==> config.mk <==
export PLATFORM = sky130hd
export DESIGN_NAME = cv32e40x_ex_wb_buffer
export DESIGN_NICKNAME = d
export VERILOG_FILES = /design/src/rtl/cv32e40x_ex_wb_buffer.sv
export SDC_FILE = /design/constraint.sdc
export NUM_CORES = 1
export LEC_CHECK = 0
export ABC_AREA = 1
export ABC_CLOCK_PERIOD_IN_PS = 10400
export BUFFER_PORTS_ARGS = -buffer_cell sky130_fd_sc_hd__buf_2
export CORE_UTILIZATION = 40
export CTS_CLUSTER_SIZE = 24
export DETAILED_ROUTE_END_ITERATION = 10
export PLACE_DENSITY_LB_ADDON = 0.08
export SYNTH_ARGS = -nofsm -noshare
export SYNTH_HDL_FRONTEND = slang
export SYNTH_SLANG_ARGS = --single-unit
==> constraint.sdc <==
create_clock -name clk -period 10.4 [get_ports clk]
set_input_delay 0 -clock clk [delete_from_list [all_inputs] [get_ports clk]]
set_output_delay 0 -clock clk [all_outputs]
set_load 0.005 [all_outputs]
==> src/rtl/cv32e40x_ex_wb_buffer.sv <==
// -----------------------------------------------------------------------------
// cv32e40x_ex_wb_buffer
//
// EX/WB result buffer. Replaces the single EX/WB pipeline register with a
// DEPTH-entry in-order queue. EX can keep retiring instructions while WB is
// stalled on a late LSU response.
//
// Each accepted instruction stores:
//   - the write data, selected from N_UNIT functional-unit results by a
//     one-hot select;
//   - a register write enable, gated off for illegal instructions and for the
//     first half of a misaligned LSU access;
//   - the destination register, the PC and the illegal flag.
//
// The head entry drives the wb_* outputs directly from storage. ID can look
// up all buffered entries for forwarding.
//
// Ports:
//   clk, rst            clock, asynchronous active-high reset
//   ex_valid_i          EX presents an instruction
//   ex_ready_o          buffer accepts this cycle (pass-through on wb_ready_i when full)
//   unit_sel_i          one-hot functional-unit select
//   unit_result_i       packed unit results, unit k at [k*XLEN +: XLEN]
//   rf_we_i             instruction writes the register file
//   rf_waddr_i          destination register
//   pc_i                instruction PC
//   illegal_i           illegal instruction
//   lsu_misaligned_i    first half of a misaligned LSU access
//   kill_i              flush all entries
//   halt_i              block enqueue
//   wb_valid_o          head entry valid
//   wb_ready_i          WB consumes head
//   wb_rf_we_o          head write enable (gated)
//   wb_rf_waddr_o       head destination
//   wb_rf_wdata_o       head write data
//   wb_pc_o             head PC
//   wb_illegal_o        head illegal flag
//   count_o             number of occupied entries
//   fwd_raddr_i         ID operand address for the forwarding lookup
//   fwd_hit_o           an occupied, writing entry matches fwd_raddr_i
//   fwd_data_o          data of the youngest matching entry
// -----------------------------------------------------------------------------
module cv32e40x_ex_wb_buffer #(
    parameter int DEPTH     = 2,
    parameter int N_UNIT    = 4,
    parameter int XLEN      = 32,
    parameter int RF_ADDR_W = 5
) (
    input  logic                         clk,
    input  logic                         rst,
    input  logic                         ex_valid_i,
    output logic                         ex_ready_o,
    input  logic [N_UNIT-1:0]            unit_sel_i,
    input  logic [N_UNIT*XLEN-1:0]       unit_result_i,
    input  logic                         rf_we_i,
    input  logic [RF_ADDR_W-1:0]         rf_waddr_i,
    input  logic [XLEN-1:0]              pc_i,
    input  logic                         illegal_i,
    input  logic                         lsu_misaligned_i,
    input  logic                         kill_i,
    input  logic                         halt_i,
    output logic                         wb_valid_o,
    input  logic                         wb_ready_i,
    output logic                         wb_rf_we_o,
    output logic [RF_ADDR_W-1:0]         wb_rf_waddr_o,
    output logic [XLEN-1:0]              wb_rf_wdata_o,
    output logic [XLEN-1:0]              wb_pc_o,
    output logic                         wb_illegal_o,
    output logic [$clog2(DEPTH+1)-1:0]   count_o,
    input  logic [RF_ADDR_W-1:0]         fwd_raddr_i,
    output logic                         fwd_hit_o,
    output logic [XLEN-1:0]              fwd_data_o
);

    localparam int CNT_W = $clog2(DEPTH + 1);
    // Keep at least one pointer bit so that DEPTH=1 still has legal vectors.
    localparam int PTR_W = (DEPTH > 1) ? $clog2(DEPTH) : 1;
    localparam logic [CNT_W-1:0] DEPTH_C = CNT_W'(DEPTH);

    // Pointers, occupancy and entry storage
    logic [PTR_W-1:0]     wr_ptr_r;
    logic [PTR_W-1:0]     rd_ptr_r;
    logic [CNT_W-1:0]     count_r;
    logic [CNT_W-1:0]     count_nxt_s;

    logic                 mem_we_r    [DEPTH];
    logic [RF_ADDR_W-1:0] mem_waddr_r [DEPTH];
    logic [XLEN-1:0]      mem_wdata_r [DEPTH];
    logic [XLEN-1:0]      mem_pc_r    [DEPTH];
    logic                 mem_ill_r   [DEPTH];

    logic                 ex_ready_s;
    logic                 wb_valid_s;
    logic                 enq_s;
    logic                 enq_wr_s;
    logic                 deq_s;
    logic [XLEN-1:0]      sel_data_s;
    logic                 sel_we_s;

    logic                 fwd_hit_s;
    logic [XLEN-1:0]      fwd_data_s;
    logic [PTR_W-1:0]     fwd_slot_s;

    // Advance a pointer with an explicit wrap at DEPTH-1. This also works for
    // non-power-of-two depths.
    function automatic logic [PTR_W-1:0] ptr_inc(input logic [PTR_W-1:0] p);
        logic [PTR_W-1:0] r;
        if (p == PTR_W'(DEPTH - 1)) begin
            r = {PTR_W{1'b0}};
        end else begin
            r = p + PTR_W'(1);
        end
        return r;
    endfunction

    // Physical slot of the entry that is 'ofs' places younger than the head.
    function automatic logic [PTR_W-1:0] slot_at(input logic [PTR_W-1:0] base,
                                                 input int unsigned     ofs);
        logic [PTR_W:0] sum;
        sum = {1'b0, base} + (PTR_W+1)'(ofs);
        if (sum >= (PTR_W+1)'(DEPTH)) begin
            sum = sum - (PTR_W+1)'(DEPTH);
        end else begin
            sum = sum;
        end
        return sum[PTR_W-1:0];
    endfunction

    // Handshakes. When the buffer is full, acceptance follows wb_ready_i
    // combinationally: the head drains on the same edge.
    assign wb_valid_s = (count_r != {CNT_W{1'b0}});
    assign ex_ready_s = kill_i | (~halt_i & ((count_r < DEPTH_C) | wb_ready_i));
    assign enq_s      = ex_valid_i & ex_ready_s;
    // A flush accepts the instruction but never stores it.
    assign enq_wr_s   = enq_s & ~kill_i;
    assign deq_s      = wb_valid_s & wb_ready_i;

    // Result select: OR of the selected unit results (zero when nothing is selected)
    always_comb begin
        sel_data_s = {XLEN{1'b0}};
        for (int k = 0; k < N_UNIT; k++) begin
            if (unit_sel_i[k]) begin
                sel_data_s = sel_data_s | unit_result_i[k*XLEN +: XLEN];
            end else begin
                sel_data_s = sel_data_s;
            end
        end
        sel_we_s = rf_we_i & ~illegal_i & ~lsu_misaligned_i;
    end

    // Next occupancy: +1 on a stored enqueue, -1 on a dequeue, unchanged on both
    always_comb begin
        count_nxt_s = count_r;
        case ({enq_wr_s, deq_s})
            2'b10:   count_nxt_s = count_r + CNT_W'(1);
            2'b01:   count_nxt_s = count_r - CNT_W'(1);
            default: count_nxt_s = count_r;
        endcase
    end

    // Pointer and occupancy registers. A flush returns both pointers to slot 0.
    always_ff @(posedge clk or posedge rst) begin
        if (rst) begin
            wr_ptr_r <= {PTR_W{1'b0}};
            rd_ptr_r <= {PTR_W{1'b0}};
            count_r  <= {CNT_W{1'b0}};
        end else if (kill_i) begin
            wr_ptr_r <= {PTR_W{1'b0}};
            rd_ptr_r <= {PTR_W{1'b0}};
            count_r  <= {CNT_W{1'b0}};
        end else begin
            if (enq_wr_s) begin
                wr_ptr_r <= ptr_inc(wr_ptr_r);
            end
            if (deq_s) begin
                rd_ptr_r <= ptr_inc(rd_ptr_r);
            end
            count_r <= count_nxt_s;
        end
    end

    // Entry storage: written at the tail on a stored enqueue
    always_ff @(posedge clk or posedge rst) begin
        if (rst) begin
            for (int i = 0; i < DEPTH; i++) begin
                mem_we_r[i]    <= 1'b0;
                mem_waddr_r[i] <= {RF_ADDR_W{1'b0}};
                mem_wdata_r[i] <= {XLEN{1'b0}};
                mem_pc_r[i]    <= {XLEN{1'b0}};
                mem_ill_r[i]   <= 1'b0;
            end
        end else if (enq_wr_s) begin
            mem_we_r[wr_ptr_r]    <= sel_we_s;
            mem_waddr_r[wr_ptr_r] <= rf_waddr_i;
            mem_wdata_r[wr_ptr_r] <= sel_data_s;
            mem_pc_r[wr_ptr_r]    <= pc_i;
            mem_ill_r[wr_ptr_r]   <= illegal_i;
        end
    end

    // Forwarding lookup. Entries are visited from oldest to youngest, so the
    // last match is the youngest one. The instruction being enqueued this
    // cycle is not in storage yet, so it cannot match.
    always_comb begin
        fwd_hit_s  = 1'b0;
        fwd_data_s = {XLEN{1'b0}};
        fwd_slot_s = {PTR_W{1'b0}};
        for (int i = 0; i < DEPTH; i++) begin
            fwd_slot_s = slot_at(rd_ptr_r, i);
            if ((CNT_W'(i) < count_r) && mem_we_r[fwd_slot_s] &&
                (mem_waddr_r[fwd_slot_s] == fwd_raddr_i) &&
                (fwd_raddr_i != {RF_ADDR_W{1'b0}})) begin
                fwd_hit_s  = 1'b1;
                fwd_data_s = mem_wdata_r[fwd_slot_s];
            end else begin
                fwd_hit_s  = fwd_hit_s;
                fwd_data_s = fwd_data_s;
            end
        end
    end

    assign ex_ready_o    = ex_ready_s;
    assign wb_valid_o    = wb_valid_s;
    assign wb_rf_we_o    = mem_we_r[rd_ptr_r];
    assign wb_rf_waddr_o = mem_waddr_r[rd_ptr_r];
    assign wb_rf_wdata_o = mem_wdata_r[rd_ptr_r];
    assign wb_pc_o       = mem_pc_r[rd_ptr_r];
    assign wb_illegal_o  = mem_ill_r[rd_ptr_r];
    assign count_o       = count_r;
    assign fwd_hit_o     = fwd_hit_s;
    assign fwd_data_o    = fwd_data_s;

    cv32e40x_ex_wb_buffer_sva #(
        .DEPTH  (DEPTH),
        .N_UNIT (N_UNIT),
        .CNT_W  (CNT_W)
    ) u_sva (
        .clk        (clk),
        .rst        (rst),
        .ex_valid_i (ex_valid_i),
        .unit_sel_i (unit_sel_i),
        .kill_i     (kill_i),
        .enq        (enq_s),
        .deq        (deq_s),
        .count      (count_r)
    );

endmodule

// -----------------------------------------------------------------------------
// cv32e40x_ex_wb_buffer_sva
//
// Property checker for the EX/WB buffer.
//   clk, rst     clock and reset
//   ex_valid_i   EX valid
//   unit_sel_i   unit select
//   kill_i       flush request
//   enq, deq     internal handshakes
//   count        occupancy
// -----------------------------------------------------------------------------
module cv32e40x_ex_wb_buffer_sva #(
    parameter int DEPTH  = 2,
    parameter int N_UNIT = 4,
    parameter int CNT_W  = 2
) (
    input logic              clk,
    input logic              rst,
    input logic              ex_valid_i,
    input logic [N_UNIT-1:0] unit_sel_i,
    input logic              kill_i,
    input logic              enq,
    input logic              deq,
    input logic [CNT_W-1:0]  count
);

    a_sel_onehot: assert property (@(posedge clk) disable iff (rst)
        ex_valid_i |-> $onehot0(unit_sel_i))
        else $error("unit_sel_i is not one-hot while ex_valid_i");

    a_no_overflow: assert property (@(posedge clk) disable iff (rst)
        (enq && !kill_i && (count == CNT_W'(DEPTH))) |-> deq)
        else $error("enqueue into a full buffer without a dequeue");

    a_count_range: assert property (@(posedge clk) disable iff (rst)
        count <= CNT_W'(DEPTH))
        else $error("occupancy exceeds DEPTH");

endmodule

==> insert_results.sql, run 1 <==
INSERT INTO impl_metrics (metric_group, metric, value, unit) VALUES
('floorplanning', 'die_w', '147', 'um'),
('worst_setup_path', 'kind_of_critical_path', 'flip-flop to output pin', ''),
('synth', 'synth-async-reset-ratio', '100', '%'),
('worst_setup_path', 'critPathCaptureType', 'output pin', ''),
('worst_setup_path', 'path_max_fanout', '138', ''),
('drt', 'drt-total-wl', '27.3', 'mm'),
('clocking', 'clock_buffers_created_by_tritoncts', '17', ''),
('synth', 'synth.top_cells.by_area', 'dfrtp_1, nand2_1, o21ai_0', ''),
('worst_setup_path', 'critPathMaxStageDelay', '0.97', 'ns'),
('synth', 'synthDominantAreaCellType', 'dfrtp_1', ''),
('drt', 'routed-via-count', '9147', ''),
('timing', 'timing.max_slew.rel_slack', '25.6', '%'),
('worst_setup_path', 'worst-r2r-cell-count', '7', ''),
('timing', 'fin_crit', '4.42', 'ns'),
('placed_design', 'dp_hpwl', '18.1', 'mm'),
('drt', 'number_of_nets_with_antenna_violations_after_routing', '0', ''),
('pwr', 'p_clk_share', '29.8', '%'),
('floorplanning', 'die_h', '147', 'um'),
('drt', 'post_drt_via_cell_ratio', '4.89', ''),
('cells_and_area', 'synthesis_to_finish_area_growth', '37.3', '%'),
('synth', 'syn-num-nets', '1434', ''),
('timing', 'fin_worst_skew', '0.00810', 'ns'),
('global_route', 'grtUsageMet2', '42.1', '%'),
('timing', 'max_clock_freq', '226', 'MHz'),
('synth', 'yosysWarningCount', '0', ''),
('drt', 'first_iter_violations', '544', ''),
('worst_setup_path', 'crit_slowest_cell', 'buf_4', ''),
('min_path', 'timing.hold.worst.start', 'unit_result_i[6]', ''),
('timing', 'grt_setup_unrepaired', 'no', ''),
('global_route', 'grt_max_degree', '139', ''),
('global_route', 'grt-ovfl-total', '0', ''),
('synth', 'synthCells', '1249', ''),
('global_route', 'antenna_found_initial', '0', ''),
('global_route', 'grt_util_met3', '6.12', '%'),
('synth', 'post_synth_instance_area', '8440', 'sq um'),
('timing', 'holdWs', '0.0156', 'ns'),
('floorplanning', 'starting_utilization_of_the_core_area', '41.3', '%'),
('cells_and_area', 'area_taken_by_multi_input_logic_gates', '3940', 'sq um'),
('synth', 'synth_ff_type', 'dfrtp_1', ''),
('synth', 'postSynthAreaPerCell', '6.76', 'sq um'),
('worst_setup_path', 'worst_ep_arrival_time', '4.42', 'ns'),
('clocking', 'clock_root_buffer', 'clkbuf_16', ''),
('placed_design', 'placed_cells_incl_taps', '1735', ''),
('pwr', 'internal_power', '1.48', 'mW'),
('clocking', 'worst_skew_late_latency', '0.42', 'ns'),
('flow_run', 'max-cap-violations', '0', ''),
('worst_setup_path', 'start_kind', 'flip-flop', ''),
('global_route', 'layer_carrying_the_most_global_route_usage', 'met2', ''),
('cells_and_area', 'fin_nets', '1774', ''),
('pwr', 'p_seq_share', '37.2', '%'),
('pwr', 'power.switching_fraction', '36.1', '%'),
('pwr', 'peakVddDrop', '0.000117', 'V'),
('drt', 'route.detailed.drc', '0', ''),
('worst_setup_path', 'crit_path_frequent_cell', 'nand2_1', ''),
('timing', 'final_min_period_over_clock_period', '42.5', '%'),
('synth', 'synth.ff_latch_count', '146', ''),
('pwr', 'power_density_over_cell_area', '199', 'nW/um^2'),
('pwr', 'combPwrFrac', '33.0', '%'),
('floorplanning', 'placementRows', '52', ''),
('clocking', 'cts_tree', 'built', ''),
('cells_and_area', 'antenna_cell_count', '0', ''),
('synth', 'synth_seq_area_share', '43.3', '%'),
('floorplanning', 'die_area', '21700', 'sq um'),
('cells_and_area', 'final_cells', '1872', ''),
('synth', 'yosysUniqueCellTypes', '21', ''),
('timing', 'final_hold_viol_count', '0', ''),
('floorplanning', 'io-pin-count', '291', ''),
('drt', 'wire_per_inst', '14.6', 'um'),
('global_route', 'grt_first_pass_wirelength', '43.4', 'mm'),
('placed_design', 'io_buffers', '290', ''),
('run_status', 'result_of_the_run', 'finished, final reports clean', '');
## power by group through the flow
| stage | Sequential [mW] | Clock [mW] | Combinational [mW] |
|---|---|---|---|
| after floorplan | 0.829 | 0 | 0.469 |
| after global placement | 0.864 | 0 | 0.722 |
| after detailed placement | 0.866 | 0 | 0.728 |
| after CTS | 0.858 | 0.701 | 0.768 |
| after global routing | 0.885 | 0.723 | 0.870 |
| final | 0.859 | 0.688 | 0.763 |
## cells by family (layout without fill, tap and decap cells)
| kind of cell | Yosys count | after routing | share of synthesized area [%] |
|---|---|---|---|
| and+or+nand+nor | 700 | 700 | 34.1 |
| DFF | 146 | 146 | 43.3 |
| AOI/OAI and AO/OA | 203 | 203 | 12.2 |
| adders and majority gates | 2 | 2 | 0.296 |
| buffers and inverters | 198 | 551 | 10.2 |
## timing repair
action,in CTS,in global routing
hold endpoints to repair,223,0
hold buffers,105,0
resized for setup,0,0
## sequential cells by signal, indices dropped and copies added, names as in the netlist
| name | flops |
|---|---|
| mem_waddr_r | 10 |
| mem_wdata_r | 64 |
| count_o | 2 |
| mem_ill_r | 2 |
| mem_we_r | 2 |
| wr_ptr_r | 1 |
| rd_ptr_r | 1 |
| mem_pc_r | 64 |
## worst max-delay path by stage
stage,endpoint,slack [ns]
2_1_floorplan,count_o[0],6.48
3_3_place_gp,fwd_data_o[0],6.59
3_5_place_dp,fwd_data_o[0],6.48
4_1_cts,fwd_data_o[0],6.01
5_1_grt,fwd_data_o[20],5.53
6_report,fwd_data_o[0],5.98
## cells in the final DEF (no fill, tap or decap), drive strengths merged, types with 3 or more instances in the layout
cell type / count
nand2: 563
nand3: 52
a21oi: 3
nand4: 65
dfrtp: 146
bufinv: 5
inv: 120
clkinv: 6
dlygate4sd3: 105
o21ai: 200
buf: 297
nor2: 19
clkbuf: 17
## critical path, delay by kind of cell, from the launching register on
family                 cells  cell delay (ns)
flip-flops                 1             0.85
AND/OR/NAND/NOR            7             1.59
buffers and inverters      3             1.46
## final cells by class
class,instances,area share (%)
well taps,270,2.91
flip-flops and latches,146,31.5
repair buffers,402,22.0
clock inverters,15,1.97
clock buffers,17,3.67
inverters,117,3.84
multi-input cells,905,34.0
## metrics by stage
stage                     setup WS, ns  area (sq um)  total power, mW
final                             5.98         11600             2.31
after CTS                         6.01         11600             2.33
after floorplan                   6.48          8440             1.30
after global routing              5.53         11600             2.48
after global placement            6.59          9890             1.59
after detailed placement          6.48          9890             1.59
## routing by layer
metal  vias up  routed length [um]
li1       4650                   -
met1      4179               11800
met2       284               13200
met3        34                1750
met4         0                 495
met5         -                   0
Power figures use the tool's default switching activity.
==> run 2, diff against run 1 <==
--- a/config.mk
+++ b/config.mk
@@ -6,7 +6,7 @@
 export NUM_CORES = 1
 export LEC_CHECK = 0
 export ABC_AREA = 1
-export ABC_CLOCK_PERIOD_IN_PS = 10400
+export ABC_CLOCK_PERIOD_IN_PS = 3600
 export BUFFER_PORTS_ARGS = -buffer_cell sky130_fd_sc_hd__buf_2
 export CORE_UTILIZATION = 40
 export CTS_CLUSTER_SIZE = 24
==> constraint.sdc (replaced) <==
create_clock -name clk -period 3.6 [get_ports clk]
set_input_delay 0 -clock clk [delete_from_list [all_inputs] [get_ports clk]]
set_output_delay 0 -clock clk [all_outputs]
set_load 0.005 [all_outputs]
==> run 2 against run 1 <==
Sequential power rose to 2.9 times the previous value. Sequential share of layout area is essentially flat. Final area is essentially flat. Worst setup slack worse by 5.2 ns. Clock-buffer cell count is 1 higher. Sequential cell count stayed put. Wire length is 3.6% lower. Die area stayed put. Largest cell class unchanged. Highest routed layer unchanged. Global-route usage shrank 0.83 points. Largest power group unchanged. Worst hold slack worse by 0.0037 ns. Utilization about the same. Clock power up 150%.
==> insert_results.sql, run 2 (same netlist as run 1, synthesis figures left out) <==
INSERT INTO impl_metrics (metric_group, metric, value, unit) VALUES
('drt', 'routed-via-count', '9261', ''),
('pwr', 'p_seq_share', '38.4', '%'),
('floorplanning', 'starting_utilization_of_the_core_area', '41.3', '%'),
('flow_run', 'max-cap-violations', '0', ''),
('placed_design', 'placed_cells_incl_taps', '1740', ''),
('global_route', 'globalRouteTotalUtil', '24.5', '%'),
('worst_setup_path', 'kind_of_critical_path', 'flip-flop to output pin', ''),
('clocking', 'cts.hold.buffers_added', '106', ''),
('timing', 'final_hold_viol_count', '0', ''),
('global_route', 'grt_first_pass_wirelength', '42.6', 'mm'),
('placed_design', 'placement.cell_area', '9950', 'sq um'),
('worst_setup_path', 'critPathMaxStageDelay', '0.67', 'ns'),
('global_route', 'grt_pass1_vias', '8637', ''),
('floorplanning', 'die_h', '147', 'um'),
('drt', 'first_iter_violations', '564', ''),
('drt', 'post_drt_via_cell_ratio', '4.93', ''),
('floorplanning', 'io-pin-count', '291', ''),
('drt', 'drt_pass1_iterations', '6', ''),
('drt', 'wire_per_inst', '14.0', 'um'),
('pwr', 'total_leakage_power', '6.04', 'nW'),
('floorplanning', 'placementRows', '52', ''),
('worst_setup_path', 'crit_slowest_cell', 'dfrtp_4', ''),
('worst_setup_path', 'path_max_fanout', '40', ''),
('cells_and_area', 'layout.cells.most_common_list', 'nand2_1, buf_2, o21ai_0, dfrtp_1, inv_1', ''),
('cells_and_area', 'fillers', '2041', ''),
('clocking', 'worst_skew_late_latency', '0.43', 'ns'),
('drt', 'route.detailed.drc', '0', ''),
('worst_setup_path', 'cp_top_family', 'simple AND/OR/NAND/NOR gates', ''),
('clocking', 'cts-htree-levels', '4', ''),
('timing', 'grt_setup_unrepaired', 'no', ''),
('clocking', 'post-cts-setup-buffer-count', '0', ''),
('pwr', 'p_clk_share', '26.9', '%'),
('global_route', 'grt-ovfl-total', '0', ''),
('clocking', 'clock_root_buffer', 'clkbuf_16', ''),
('clocking', 'numClockSinks', '146', ''),
('timing', 'fin_worst_skew', '0.0110', 'ns'),
('timing', 'slew_violations', '0', ''),
('worst_setup_path', 'worst_ep_arrival_time', '2.84', 'ns'),
('global_route', 'grt_max_degree', '147', ''),
('cells_and_area', 'synthesis_to_finish_area_growth', '37.3', '%'),
('clocking', 'clk_pin_slew_worst_paths', '0.06', 'ns'),
('pwr', 'power_density_over_cell_area', '552', 'nW/um^2'),
('cells_and_area', 'final_layout_size_suffix_gt1_share', '21.6', '%'),
('timing', 'finalSetupViolCount', '0', ''),
('worst_setup_path', 'critPathCaptureType', 'output pin', ''),
('floorplanning', 'die_area', '21700', 'sq um'),
('clocking', 'cts_tree', 'built', ''),
('cells_and_area', 'fin_nets', '1780', ''),
('run_status', 'result_of_the_run', 'finished, final reports clean', ''),
('placed_design', 'place_worst_setup_slack', '1.23', 'ns'),
('worst_setup_path', 'start_kind', 'flip-flop', ''),
('timing', 'tns', '0', 'ns'),
('timing', 'holdWs', '0.0119', 'ns'),
('timing', 'worstMarginPinSlew', '0.890', 'ns'),
('floorplanning', 'fp.coreArea', '20400', 'sq um'),
('worst_setup_path', 'timing.critical_path.required', '3.60', 'ns'),
('drt', 'number_of_nets_with_antenna_violations_after_routing', '0', ''),
('cells_and_area', 'final_cells', '1878', ''),
('timing', 'postLayoutSetupSlackWorst', '0.765', 'ns'),
('pwr', 'internal_power', '3.97', 'mW'),
('timing', 'timing.max_slew.rel_slack', '40.7', '%'),
('pwr', 'combPwrFrac', '34.6', '%'),
('drt', 'drt-total-wl', '26.3', 'mm'),
('clocking', 'clock_buffers_created_by_tritoncts', '17', ''),
('cells_and_area', 'finish.instance_area', '11600', 'sq um'),
('pwr', 'p_switching', '2.43', 'mW'),
('cells_and_area', 'antenna_cell_count', '0', ''),
('clocking', 'cts_buffer_depth', '2', ''),
('floorplanning', 'die_w', '147', 'um'),
('pwr', 'power.switching_fraction', '38.0', '%'),
('pwr', 'peakVddDrop', '0.000338', 'V'),
('timing', 'max_clock_freq', '353', 'MHz'),
('worst_setup_path', 'critPathBufInv', '2', ''),
('worst_setup_path', 'crit_path_frequent_cell', 'nand2_1', ''),
('global_route', 'antenna_found_initial', '0', ''),
('min_path', 'hp-class', 'primary input to flip-flop', ''),
('placed_design', 'io_buffers', '290', ''),
('cells_and_area', 'regs_by_ff_count', 'mem_pc_r x64, mem_wdata_r x64, mem_waddr_r x10', ''),
('worst_setup_path', 'critical_path.cell_chain', 'inv_2, nand2_1, nand2_1, nand2_1, nand2_1, nor2_4, nand3_2, nand3_1, nand2_1, buf_2', ''),
('timing', 'final_min_period_over_clock_period', '78.8', '%'),
('clocking', 'cts-resized-gates', '0', ''),
('placed_design', 'gp_congestion', '0.864', ''),
('timing', 'fin_crit', '2.84', 'ns'),
('placed_design', 'dp_hpwl', '18.0', 'mm'),
('cells_and_area', 'mostFrequentLayoutCell', 'nand2_1', '');
[run 2: cell types whose count changed in the layout (fill, tap and decap cells not counted)]
cell,before,now
bufinv_16,5,0
inv_8,0,4
buf_4,7,10
buf_12,0,2
clkinv_2,3,1
clkinvlp_4,1,3
clkbuf_8,0,1
clkinv_4,3,2
clkinv_8,0,1
dlygate4sd3_1,105,106
[run 2: worst min-delay path: cells and delay by family]
kind | cells | cell delay (ns)
compound gates | 1 | 0.06
buf+inv | 1 | 0.08
simple gates | 3 | 0.24
[run 2: worst paths after layout]
check                                   from         endpoint  slack [ns]  cells after the start
max reg2reg                       count_o[1]  mem_wdata_r[15]        1.63                      9
max in group asynchronous                rst  mem_wdata_r[58]        2.59                      4
min                        unit_result_i[99]  mem_wdata_r[35]        0.01                      5
min reg2reg                     mem_pc_r[22]     mem_pc_r[22]        0.48                      2
min in group asynchronous                rst     mem_ill_r[1]        0.28                      4
max                                 rd_ptr_r   fwd_data_o[11]        0.76                     10
[run 2: cell type report]
type / count / area [sq um] / share of cell area (%)
clock buffer: 18 / 439 / 3.79
clock inverter: 14 / 138 / 1.19
inverter: 117 / 444 / 3.83
multi-input combinational: 905 / 3940 / 34.0
sequential: 146 / 3660 / 31.6
tap: 270 / 338 / 2.92
timing repair buffer: 408 / 2630 / 22.7
[run 2: through the flow]
| stage | util [%] | total power [mW] |
|---|---|---|
| 2_1_floorplan | - | 3.75 |
| 3_3_place_gp | 48.7 | 4.57 |
| 3_5_place_dp | 48.7 | 4.59 |
| 4_1_cts | 56.7 | 6.46 |
| 5_1_grt | 56.7 | 6.89 |
| 6_report | 56.7 | 6.40 |
[run 2: metal layers]
metal  track usage (%)  routed length [um]  up-vias
li1                  -                   -     4660
met1              32.5               12000     4279
met2              40.1               12500      290
met3              5.16                1380       32
met4              7.22                 419        0
met5                 0                   0        -
[run 2: power groups by stage]
stage               Sequential, mW  Combinational, mW  Clock (mW)
CTS                           2.46               2.23        1.77
detailed placement            2.48               2.11           0
finish                        2.46               2.22        1.72
global route                  2.53               2.53        1.82
floorplan                     2.40               1.36           0
global placement              2.47               2.10           0
==> run 3, diff against run 2 <==
--- a/config.mk
+++ b/config.mk
@@ -6,7 +6,7 @@
 export NUM_CORES = 1
 export LEC_CHECK = 0
 export ABC_AREA = 1
-export ABC_CLOCK_PERIOD_IN_PS = 3600
+export ABC_CLOCK_PERIOD_IN_PS = 2500
 export BUFFER_PORTS_ARGS = -buffer_cell sky130_fd_sc_hd__buf_2
 export CORE_UTILIZATION = 40
 export CTS_CLUSTER_SIZE = 24
==> constraint.sdc (replaced) <==
create_clock -name clk -period 2.5 [get_ports clk]
set_input_delay 0 -clock clk [delete_from_list [all_inputs] [get_ports clk]]
set_output_delay 0 -clock clk [all_outputs]
set_load 0.005 [all_outputs]
==> run 3 against run 2 <==
Final area increased by 0.72%. Sequential share of layout area is 0.23 points lower. Clock skew fell by 0.0015 ns. First-iteration DRC count is 8.2% lower. Die area is the same. Combinational power increased by 47%. Register-to-register slack worse by 1.0 ns. Clock-buffer cell count rose by 1. Utilization up 0.41 points. Clock power grew 44%. Global-route usage rose by 0.091 points. Worst hold slack worse by 0.0053 ns. Critical endpoint is now fwd_data_o[19].
==> insert_results.sql, run 3 (same netlist as run 1, synthesis figures left out) <==
INSERT INTO impl_metrics (metric_group, metric, value, unit) VALUES
('pwr', 'p_switching', '3.38', 'mW'),
('timing', 'timing.max_slew.rel_slack', '54.1', '%'),
('global_route', 'grt_first_pass_wirelength', '42.5', 'mm'),
('flow_run', 'max-cap-violations', '0', ''),
('worst_setup_path', 'kind_of_critical_path', 'flip-flop to output pin', ''),
('timing', 'holdWs', '0.00658', 'ns'),
('clocking', 'cts_buffer_depth', '2', ''),
('pwr', 'power_density_over_cell_area', '793', 'nW/um^2'),
('worst_setup_path', 'path_max_fanout', '31', ''),
('pwr', 'combPwrFrac', '35.2', '%'),
('floorplanning', 'fp.coreArea', '20400', 'sq um'),
('timing', 'worstMarginPinSlew', '0.688', 'ns'),
('pwr', 'internal_power', '5.87', 'mW'),
('timing', 'max_clock_freq', '433', 'MHz'),
('drt', 'number_of_nets_with_antenna_violations_after_routing', '0', ''),
('floorplanning', 'starting_utilization_of_the_core_area', '41.3', '%'),
('drt', 'highest_layer', 'met4', ''),
('pwr', 'p_seq_share', '38.1', '%'),
('pwr', 'p_clk_share', '26.7', '%'),
('drt', 'drt_pass1_iterations', '9', ''),
('timing', 'final_hold_viol_count', '0', ''),
('floorplanning', 'die_area', '21700', 'sq um'),
('drt', 'met2_wirelength', '12.6', 'mm'),
('global_route', 'grt-ovfl-total', '0', ''),
('clocking', 'cts-htree-levels', '4', ''),
('floorplanning', 'placementRows', '52', ''),
('placed_design', 'io_buffers', '290', ''),
('clocking', 'worst_skew_late_latency', '0.42', 'ns'),
('worst_setup_path', 'timing.critical_path.required', '2.50', 'ns'),
('clocking', 'cts_tree', 'built', ''),
('floorplanning', 'die_w', '147', 'um'),
('drt', 'wire_per_inst', '14.0', 'um'),
('pwr', 'p_total', '9.25', 'mW'),
('run_status', 'result_of_the_run', 'finished, final reports clean', ''),
('clocking', 'clock_buffers_created_by_tritoncts', '17', ''),
('global_route', 'grt_pass1_vias', '8597', ''),
('timing', 'final_min_period_over_clock_period', '92.4', '%'),
('cells_and_area', 'regs_by_ff_count', 'mem_pc_r x64, mem_wdata_r x64, mem_waddr_r x10', ''),
('clocking', 'numClockSinks', '146', ''),
('floorplanning', 'die_h', '147', 'um'),
('placed_design', 'gp_congestion', '0.875', ''),
('global_route', 'grt_max_degree', '107', ''),
('timing', 'tns', '0', 'ns'),
('floorplanning', 'io-pin-count', '291', ''),
('timing', 'grt_setup_unrepaired', 'no', ''),
('clocking', 'clock_root_buffer', 'clkbuf_16', ''),
('drt', 'post_drt_via_cell_ratio', '4.88', ''),
('drt', 'met1Wirelength', '11.9', 'mm'),
('clocking', 'clk_pin_slew_worst_paths', '0.06', 'ns'),
('drt', 'drt-total-wl', '26.4', 'mm'),
('worst_setup_path', 'start_kind', 'flip-flop', ''),
('timing', 'slew_violations', '0', ''),
('timing', 'finalSetupViolCount', '0', ''),
('timing', 'fin_crit', '2.31', 'ns'),
('drt', 'routed-via-count', '9188', ''),
('placed_design', 'dp_hpwl', '17.8', 'mm'),
('global_route', 'globalRouteTotalUtil', '24.6', '%'),
('pwr', 'peakVddDrop', '0.000530', 'V'),
('cells_and_area', 'layout.cells.most_common_list', 'nand2_1, buf_2, o21ai_0, dfrtp_1, inv_1', ''),
('min_path', 'hp-class', 'primary input to flip-flop', ''),
('cells_and_area', 'fin_nets', '1784', ''),
('worst_setup_path', 'critPathCaptureType', 'output pin', ''),
('pwr', 'power.switching_fraction', '36.5', '%'),
('drt', 'met3_wire_length', '1.40', 'mm'),
('cells_and_area', 'final_layout_size_suffix_gt1_share', '21.7', '%'),
('global_route', 'antenna_found_initial', '0', ''),
('drt', 'route.detailed.drc', '0', ''),
('timing', 'fin_worst_skew', '0.00958', 'ns'),
('cells_and_area', 'mostFrequentLayoutCell', 'nand2_1', ''),
('drt', 'first_iter_violations', '518', ''),
('pwr', 'total_leakage_power', '6.05', 'nW'),
('cells_and_area', 'synthesis_to_finish_area_growth', '38.3', '%'),
('worst_setup_path', 'worst_ep_arrival_time', '2.31', 'ns'),
('cells_and_area', 'antenna_cell_count', '0', '');
-- run 3: cell types whose count changed in the layout (fill, tap and decap cells not counted), sizes merged --
| cell | previous run | this run |
|---|---|---|
| bufinv | 0 | 2 |
| inv | 124 | 118 |
| buf | 302 | 306 |
| clkinvlp | 3 | 6 |
| clkbuf | 18 | 19 |
| clkinv | 4 | 3 |
-- run 3: stage by stage --
| stage | util (%) | area [sq um] | setup WS [ns] | cells |
|---|---|---|---|---|
| final | 57.1 | 11700 | 0.189 | 1881 |
| after CTS | 57.0 | 11600 | 0.00130 | 1880 |
| after detailed placement | 49.0 | 10000 | 0.417 | 1743 |
| after floorplan | - | 8450 | 0.667 | 1249 |
| after global placement | 49.0 | 10000 | 0.442 | 1743 |
| after global routing | 57.1 | 11700 | 0.0111 | 1881 |
-- run 3: worst max-delay path: stages (launching register included) --
cell and delay, ns:
dfrtp_4 0.58, buf_4 0.22, o21ai_2 0.18, nand3_1 0.11, nor2_1 0.09, nand2_1 0.10, nor2_4 0.11, buf_12 0.19
nand3_1 0.10, nand2_1 0.08, buf_2 0.11
-- run 3: layout make-up --
| class | count | area (sq um) |
|---|---|---|
| inverters | 117 | 447 |
| multi-input cells | 905 | 3940 |
| well taps | 270 | 338 |
| fillers | 1963 | 8760 |
| repair buffers | 412 | 2720 |
| flip-flops and latches | 146 | 3660 |
| clock inverters | 12 | 134 |
| clock buffers | 19 | 433 |
-- run 3: path summary, 6_finish.rpt --
kind	startpoint	endpoint	slack, ns	cells after the start
setup / recovery	rd_ptr_r	fwd_data_o[19]	0.19	10
hold / removal	unit_result_i[82]	mem_wdata_r[18]	0.007	5
setup reg to reg	count_o[1]	mem_wdata_r[4]	0.58	9
hold reg to reg	mem_pc_r[8]	mem_pc_r[8]	0.48	2
max in group asynchronous	rst	rd_ptr_r	1.74	4
min in group asynchronous	rst	mem_ill_r[0]	0.28	4
-- run 3: power groups by stage --
stage | Sequential, mW | Clock (mW) | Combinational, mW
2_1_floorplan | 3.45 | 0 | 1.95
3_3_place_gp | 3.55 | 0 | 3.05
3_5_place_dp | 3.56 | 0 | 3.07
4_1_cts | 3.53 | 2.53 | 3.25
5_1_grt | 3.62 | 2.62 | 3.72
6_report | 3.52 | 2.47 | 3.26
-- run 3: timing repair --
action	4_1_cts	5_1_grt
gates resized for setup	3	5
hold endpoints to repair	286	0
hold buffers	106	0
buffers inserted	0	1
endpoints found under the setup margin	7	31
-- run 3: metal layers --
metal  vias up  track usage (%)
li1       4669                -
met1      4197             32.2
met2       293             41.0
met3        29             4.69
met4         0             7.63
met5         -                0
